==> config.mk <==
export PLATFORM = sky130hd
export DESIGN_NAME = adc_sample_shuffler
export DESIGN_NICKNAME = d
export VERILOG_FILES = /design/src/rtl/adc_sample_shuffler_pkg.sv /design/src/rtl/adc_sample_shuffler_sample_deinterleave.sv /design/src/rtl/adc_sample_shuffler.sv
export SDC_FILE = /design/constraint.sdc
export NUM_CORES = 1
export LEC_CHECK = 0
export ABC_CLOCK_PERIOD_IN_PS = 33500
export BUFFER_PORTS_ARGS = -buffer_cell sky130_fd_sc_hd__buf_2
export CAP_MARGIN = 25
export CORE_ASPECT_RATIO = 1.5
export CORE_UTILIZATION = 55
export CTS_CLUSTER_DIAMETER = 150
export DETAILED_ROUTE_END_ITERATION = 10
export GPL_ROUTABILITY_DRIVEN = 0
export PLACE_DENSITY = 0.74
export SYNTH_ARGS = -nofsm -noshare
export SYNTH_HDL_FRONTEND = slang
export SYNTH_HIERARCHICAL = 1
export SYNTH_SLANG_ARGS = --single-unit
export TNS_END_PERCENT = 10
==> constraint.sdc <==
create_clock -name adc_divclk -period 33.5 [get_ports adc_divclk]
set_clock_uncertainty 0.05 [all_clocks]
set_input_delay 3.35 -clock adc_divclk [delete_from_list [all_inputs] [get_ports adc_divclk]]
set_output_delay 3.35 -clock adc_divclk [all_outputs]
set_load 0.05 [all_outputs]
==> src/rtl/adc_sample_shuffler_pkg.sv <==
// Shared definitions for the ADC sample shuffler: mode encodings, FSM states,
// sample geometry and the de-interleave index map.
package adc_sample_shuffler_pkg;

  localparam int SAMPLE_W      = 8;
  localparam int WORD_SAMPLES  = 8;
  localparam int BEAT_SAMPLES  = 16;
  localparam int WORD_W        = SAMPLE_W * WORD_SAMPLES;
  localparam int BEAT_W        = SAMPLE_W * BEAT_SAMPLES;

  localparam logic [1:0] MODE_1CH = 2'b00;
  localparam logic [1:0] MODE_2CH = 2'b01;
  localparam logic [1:0] MODE_4CH = 2'b10;

  typedef enum logic [1:0] {
    IDLE   = 2'd0,
    SETTLE = 2'd1,
    RUN    = 2'd2
  } state_t;

  // Both 1x encodings select four channels.
  function automatic logic [1:0] normalize_mode(input logic [1:0] mode);
    return mode[1] ? MODE_4CH : mode;
  endfunction

  // Input sample feeding output byte k when the beat carries n_ch channels.
  function automatic int deint_src(input int n_ch, input int k);
    int m;
    m = BEAT_SAMPLES / n_ch;
    return (k % m) * n_ch + (k / m);
  endfunction

endpackage

==> src/rtl/adc_sample_shuffler_sample_deinterleave.sv <==
// Combinational 16-sample shuffle that groups each channel's samples into a
// contiguous run of bytes; the parent registers the result.
module sample_deinterleave
  import adc_sample_shuffler_pkg::*;
(
  input  logic [BEAT_W-1:0] pair,
  input  logic [1:0]        mode,
  output logic [BEAT_W-1:0] beat
);

  for (genvar gi = 0; gi < BEAT_SAMPLES; gi++) begin : g_byte
    localparam int SRC_1CH = deint_src(1, gi);
    localparam int SRC_2CH = deint_src(2, gi);
    localparam int SRC_4CH = deint_src(4, gi);

    assign beat[gi*SAMPLE_W +: SAMPLE_W] =
        mode[1] ? pair[SRC_4CH*SAMPLE_W +: SAMPLE_W] :
        mode[0] ? pair[SRC_2CH*SAMPLE_W +: SAMPLE_W] :
                  pair[SRC_1CH*SAMPLE_W +: SAMPLE_W];
  end

endmodule

==> src/rtl/adc_sample_shuffler.sv <==
// Pairs 64-bit ADC words into 128-bit channel-de-interleaved beats for the
// FIFO write port, with settle gating, mode capture and overflow accounting.
module adc_sample_shuffler
  import adc_sample_shuffler_pkg::*;
#(
  parameter int SETTLE_WORDS = 16,
  parameter int CNT_W        = 16
) (
  input  logic              adc_divclk,
  input  logic              rst,
  input  logic [WORD_W-1:0] adc_data,
  input  logic              serdes_ready,
  input  logic              ddr_ready,
  input  logic [1:0]        ch_mode,
  input  logic              fifo_full,
  output logic [BEAT_W-1:0] out_data,
  output logic              out_valid,
  output logic [1:0]        mode_active,
  output logic [CNT_W-1:0]  overflow_count,
  output logic              drop_sticky
);

  localparam logic [7:0] SETTLE_LAST = 8'(SETTLE_WORDS - 1);

  logic              ddr_meta_reg, ddr_sync_reg;
  logic [1:0]        ch_mode_meta_reg, ch_mode_sync_reg;
  state_t            state_reg, state_next;
  logic [7:0]        settle_cnt_reg, settle_cnt_next;
  logic              phase_reg, phase_next;
  logic              accept;
  logic              beat_done;
  logic              mode_load;
  logic              q;
  logic [WORD_W-1:0] low_word_reg;
  logic [1:0]        mode_active_reg;
  logic [BEAT_W-1:0] pair_reg;
  logic [1:0]        pair_mode_reg;
  logic              pair_pend_reg;
  logic [BEAT_W-1:0] shuffled;
  logic [BEAT_W-1:0] out_data_reg;
  logic              out_valid_reg;
  logic [CNT_W-1:0]  overflow_count_reg;
  logic              drop_sticky_reg;

  always_ff @(posedge adc_divclk or posedge rst) begin
    if (rst) begin
      ddr_meta_reg     <= 1'b0;
      ddr_sync_reg     <= 1'b0;
      ch_mode_meta_reg <= MODE_1CH;
      ch_mode_sync_reg <= MODE_1CH;
    end else begin
      ddr_meta_reg     <= ddr_ready;
      ddr_sync_reg     <= ddr_meta_reg;
      ch_mode_meta_reg <= ch_mode;
      ch_mode_sync_reg <= ch_mode_meta_reg;
    end
  end

  assign q = serdes_ready & ddr_sync_reg;

  always_ff @(posedge adc_divclk or posedge rst) begin
    if (rst) begin
      state_reg      <= IDLE;
      settle_cnt_reg <= 8'd0;
      phase_reg      <= 1'b0;
    end else begin
      state_reg      <= state_next;
      settle_cnt_reg <= settle_cnt_next;
      phase_reg      <= phase_next;
    end
  end

  always_comb begin
    state_next      = state_reg;
    settle_cnt_next = settle_cnt_reg;
    phase_next      = phase_reg;
    accept          = 1'b0;
    if (!q) begin
      state_next      = IDLE;
      settle_cnt_next = 8'd0;
      phase_next      = 1'b0;
    end else begin
      case (state_reg)
        IDLE: begin
          state_next      = SETTLE;
          settle_cnt_next = 8'd0;
        end
        SETTLE: begin
          if (settle_cnt_reg == SETTLE_LAST) begin
            state_next      = RUN;
            settle_cnt_next = 8'd0;
          end else begin
            settle_cnt_next = settle_cnt_reg + 8'd1;
          end
        end
        RUN: begin
          accept     = 1'b1;
          phase_next = ~phase_reg;
        end
        default: begin
          state_next      = IDLE;
          settle_cnt_next = 8'd0;
          phase_next      = 1'b0;
        end
      endcase
    end
  end

  assign beat_done = accept & phase_reg;
  // Mode only moves between beats, so a pair is always shuffled consistently.
  assign mode_load = (state_reg != RUN) | ~phase_reg;

  always_ff @(posedge adc_divclk or posedge rst) begin
    if (rst) begin
      low_word_reg       <= '0;
      mode_active_reg    <= MODE_1CH;
      pair_reg           <= '0;
      pair_mode_reg      <= MODE_1CH;
      pair_pend_reg      <= 1'b0;
      out_data_reg       <= '0;
      out_valid_reg      <= 1'b0;
      overflow_count_reg <= '0;
      drop_sticky_reg    <= 1'b0;
    end else begin
      if (mode_load) begin
        mode_active_reg <= normalize_mode(ch_mode_sync_reg);
      end
      if (accept && !phase_reg) begin
        low_word_reg <= adc_data;
      end
      pair_pend_reg <= beat_done & ~fifo_full;
      if (beat_done && !fifo_full) begin
        pair_reg      <= {adc_data, low_word_reg};
        pair_mode_reg <= mode_active_reg;
      end
      if (beat_done && fifo_full) begin
        drop_sticky_reg <= 1'b1;
        if (overflow_count_reg != '1) begin
          overflow_count_reg <= overflow_count_reg + CNT_W'(1);
        end
      end
      out_valid_reg <= pair_pend_reg;
      if (pair_pend_reg) begin
        out_data_reg <= shuffled;
      end
    end
  end

  sample_deinterleave u_deinterleave (
    .pair (pair_reg),
    .mode (pair_mode_reg),
    .beat (shuffled)
  );

  assign out_data       = out_data_reg;
  assign out_valid      = out_valid_reg;
  assign mode_active    = mode_active_reg;
  assign overflow_count = overflow_count_reg;
  assign drop_sticky    = drop_sticky_reg;

endmodule

==> flow_summary.ini <==
[cts]
cts_resized = 0
htreeDepth = 2
clk_pin_slew_worst_paths_ps = 60
insertion_delay_ps = 520
hold_buffers = 0
cts_tree = built
cts_inserted_buffers = 35
clock-root-buffer = clkbuf_16
cts_setup_buffers = 0
max-clock-path-buffers = 3
clkSinkCount = 360

[timing]
hold_violations = 0
period_share = 0.154
slew_violations = 0
worst_slew_pin_slew_ps = 1040
max_freq_mhz = 194
period_minus_slack_ps = 5170
relSlewSlack = 0.304
finalSetupViolCount = 0
fin_tns_setup_ps = 0
rsz0062_at_grt = no

[power]
total_power_mw = 0.851
ir_worst_vdd_mv = 0.0416
p_leak_nw = 9.30
power.density_nw_per_um2 = 46.3

[setup_path]
crit_required_ps = 33840
crit_family = buffers and inverters
worstSetupEndpointType = register
path_depth = 6
rr_worst_depth = 4
critPathMaxStageDelay_ps = 810
r2r_slack_ps = 30790
worst-endpoint-arrival_ps = 5510
rr_endpoint = low_word_reg[18]$_DFFE_PP0P_
reg2reg_from = state_reg[0]$_DFFE_PP0P_
slowest_stage = buf_4
critical_path.max_fanout = 78
cp_cell_sequence = buf_2, and4b_1, nand2_1, nor2_4, buf_4, mux2_2
path_class = in -> reg
startpoint_type = primary input
path_buf_inv = 2

[global_routing]
grt_usage = 0.234
antenna_found_initial = 1
grt_max_degree = 134
grt_first_pass_wirelength_um = 54000
grt.overflow.total = 0
grt_pass1_vias = 9778

[synth]
synth_edf_count = 0
syn_avg_cell_area_um2 = 13.5
synth_area_leader_cell = dfrtp_1
ys_seq_area_frac = 0.562
synth_top_cells_by_area = dfrtp_1 56%, mux2_2 16%, mux2_1 6.9%, mux2i_1 6.1%, nand2_1 2.6%
async_flop_share = 1.00
syn_nets = 1260
netlist_area_um2 = 16000
yosysUniqueCellTypes = 50
yosys_warnings = 6
synth_top_area_share = 0.562
ys_seq_elements = 360
synthesis.instances = 1187
ys.flop_type = dfrtp_1

[floorplan]
fp.dieH_um = 211
num_rows = 76
core_um2 = 28700
pin_count = 219
fp.dieW_um = 141
start_util = 0.558
die_area_um2 = 29800

[routing]
drcViolationCount = 0
drt_first_pass_iters = 4
ant_nets = 0
via_count = 9804
via_per_inst = 5.50
drt_wl_total_um = 34000
drt_iter0_markers = 489
post_drt_wl_per_cell_um = 19.0

[worst_hold_path]
min_to = ch_mode_sync_reg[1]$_DFF_PP0_
hold_depth = 0
worstHoldStart = ch_mode_meta_reg[1]$_DFF_PP0_
hp-class = reg -> reg

[cells_and_area]
final_common_cell = dfrtp_1
layout_common_cells = 357 x dfrtp_1, 234 x mux2_2, 218 x buf_2
syn2layout_area_growth_pct = 14.7
drive_gt1_frac = 0.390
nets = 1443
fill_cells = 2249

[status]
status = complete, no violations

[placed_design]
dp_hpwl_um = 23400
io_buffers = 218

[flow_run]
maxCapViolations = 0
synthesized netlist by cell type, types with 2 or more instances:
cell / n
mux2_2: 234
nand4_1: 8
buf_12: 4
nor3_1: 5
nor3_2: 3
nor2_1: 7
buf_4: 23
mux2_4: 8
ha_1: 2
buf_2: 22
clkbuf_1: 25
o21ai_0: 60
nor2b_1: 3
mux2i_1: 98
o21ai_1: 40
nand2b_1: 2
inv_1: 4
buf_6: 11
nand2_1: 109
mux2_1: 98
nor4_1: 5
nand3_1: 9
and4b_1: 2
a21o_1: 2
a21oi_1: 5
xor2_1: 12
xnor2_1: 3
nand3b_1: 2
dfrtp_1: 360
final cells by class:
| cell class | count | area, um^2 | share of cell area |
|---|---|---|---|
| well taps | 390 | 488 | 0.0265 |
| clock buffers | 51 | 1060 | 0.0576 |
| flip-flops and latches | 360 | 9020 | 0.490 |
| multi-input cells | 736 | 6410 | 0.349 |
| inverters | 4 | 22.5 | 0.00122 |
| clock inverters | 8 | 93.8 | 0.00510 |
| diodes | 1 | 2.50 | 0.000136 |
| repair buffers | 233 | 1300 | 0.0705 |
kinds of logic (layout without fill, tap and decap cells):
family          after synthesis  count (layout)  share of synthesized area
compound gates              112             112                     0.0366
xor+xnor                     15              15                    0.00820
fa+ha+maj                     2               2                    0.00156
buf+inv                      91             296                     0.0383
flops                       360             360                      0.562
mux                         438             438                      0.302
other cells                   0               1                          0
simple gates                169             169                     0.0514
power breakdown:
| part | total, mW | switching [mW] | leakage [nW] | internal (mW) |
|---|---|---|---|---|
| clock network | 0.397 | 0.163 | 0.573 | 0.234 |
| registers | 0.436 | 0.000403 | 5.00 | 0.435 |
| logic | 0.0180 | 0.0133 | 3.72 | 0.00474 |
how the worst max path moves through the flow:
stage	from	slack (ps)	end
6_report	serdes_ready	28330	pair_reg[121]$_DFFE_PP0P_
5_1_grt	serdes_ready	28240	pair_reg[108]$_DFFE_PP0P_
4_1_cts	serdes_ready	28350	pair_reg[121]$_DFFE_PP0P_
3_5_place_dp	serdes_ready	27800	pair_reg[115]$_DFFE_PP0P_
3_3_place_gp	serdes_ready	27830	pair_reg[96]$_DFFE_PP0P_
2_1_floorplan	rst	20110	ch_mode_meta_reg[0]$_DFF_PP0_
worst reg2reg max path, cell delays in order (launching register included):
cell and delay (ps):
dfrtp_1 420, nand4b_2 300, nor2_4 800, buf_4 590, mux2_2 430
layer usage:
metal / up-vias / global-route usage / share of wire
li1: 4553 / - / -
met5: - / 0 / 0
met1: 4958 / 0.296 / 0.41
met4: 0 / 0.0857 / 0.030
met3: 51 / 0.0413 / 0.045
met2: 242 / 0.402 / 0.52
per-stage QoR:
step,hold WS (ps),util,worst slack (ps),area (um^2),std cells
finish,298,0.640,28330,18400,1783
CTS,298,0.636,28350,18300,1777
global placement,283,0.596,27830,17100,1718
detailed placement,285,0.596,27800,17100,1718
floorplan,281,-,20110,16000,1187
global route,313,0.640,28240,18400,1783
Power figures use the tool's default switching activity.
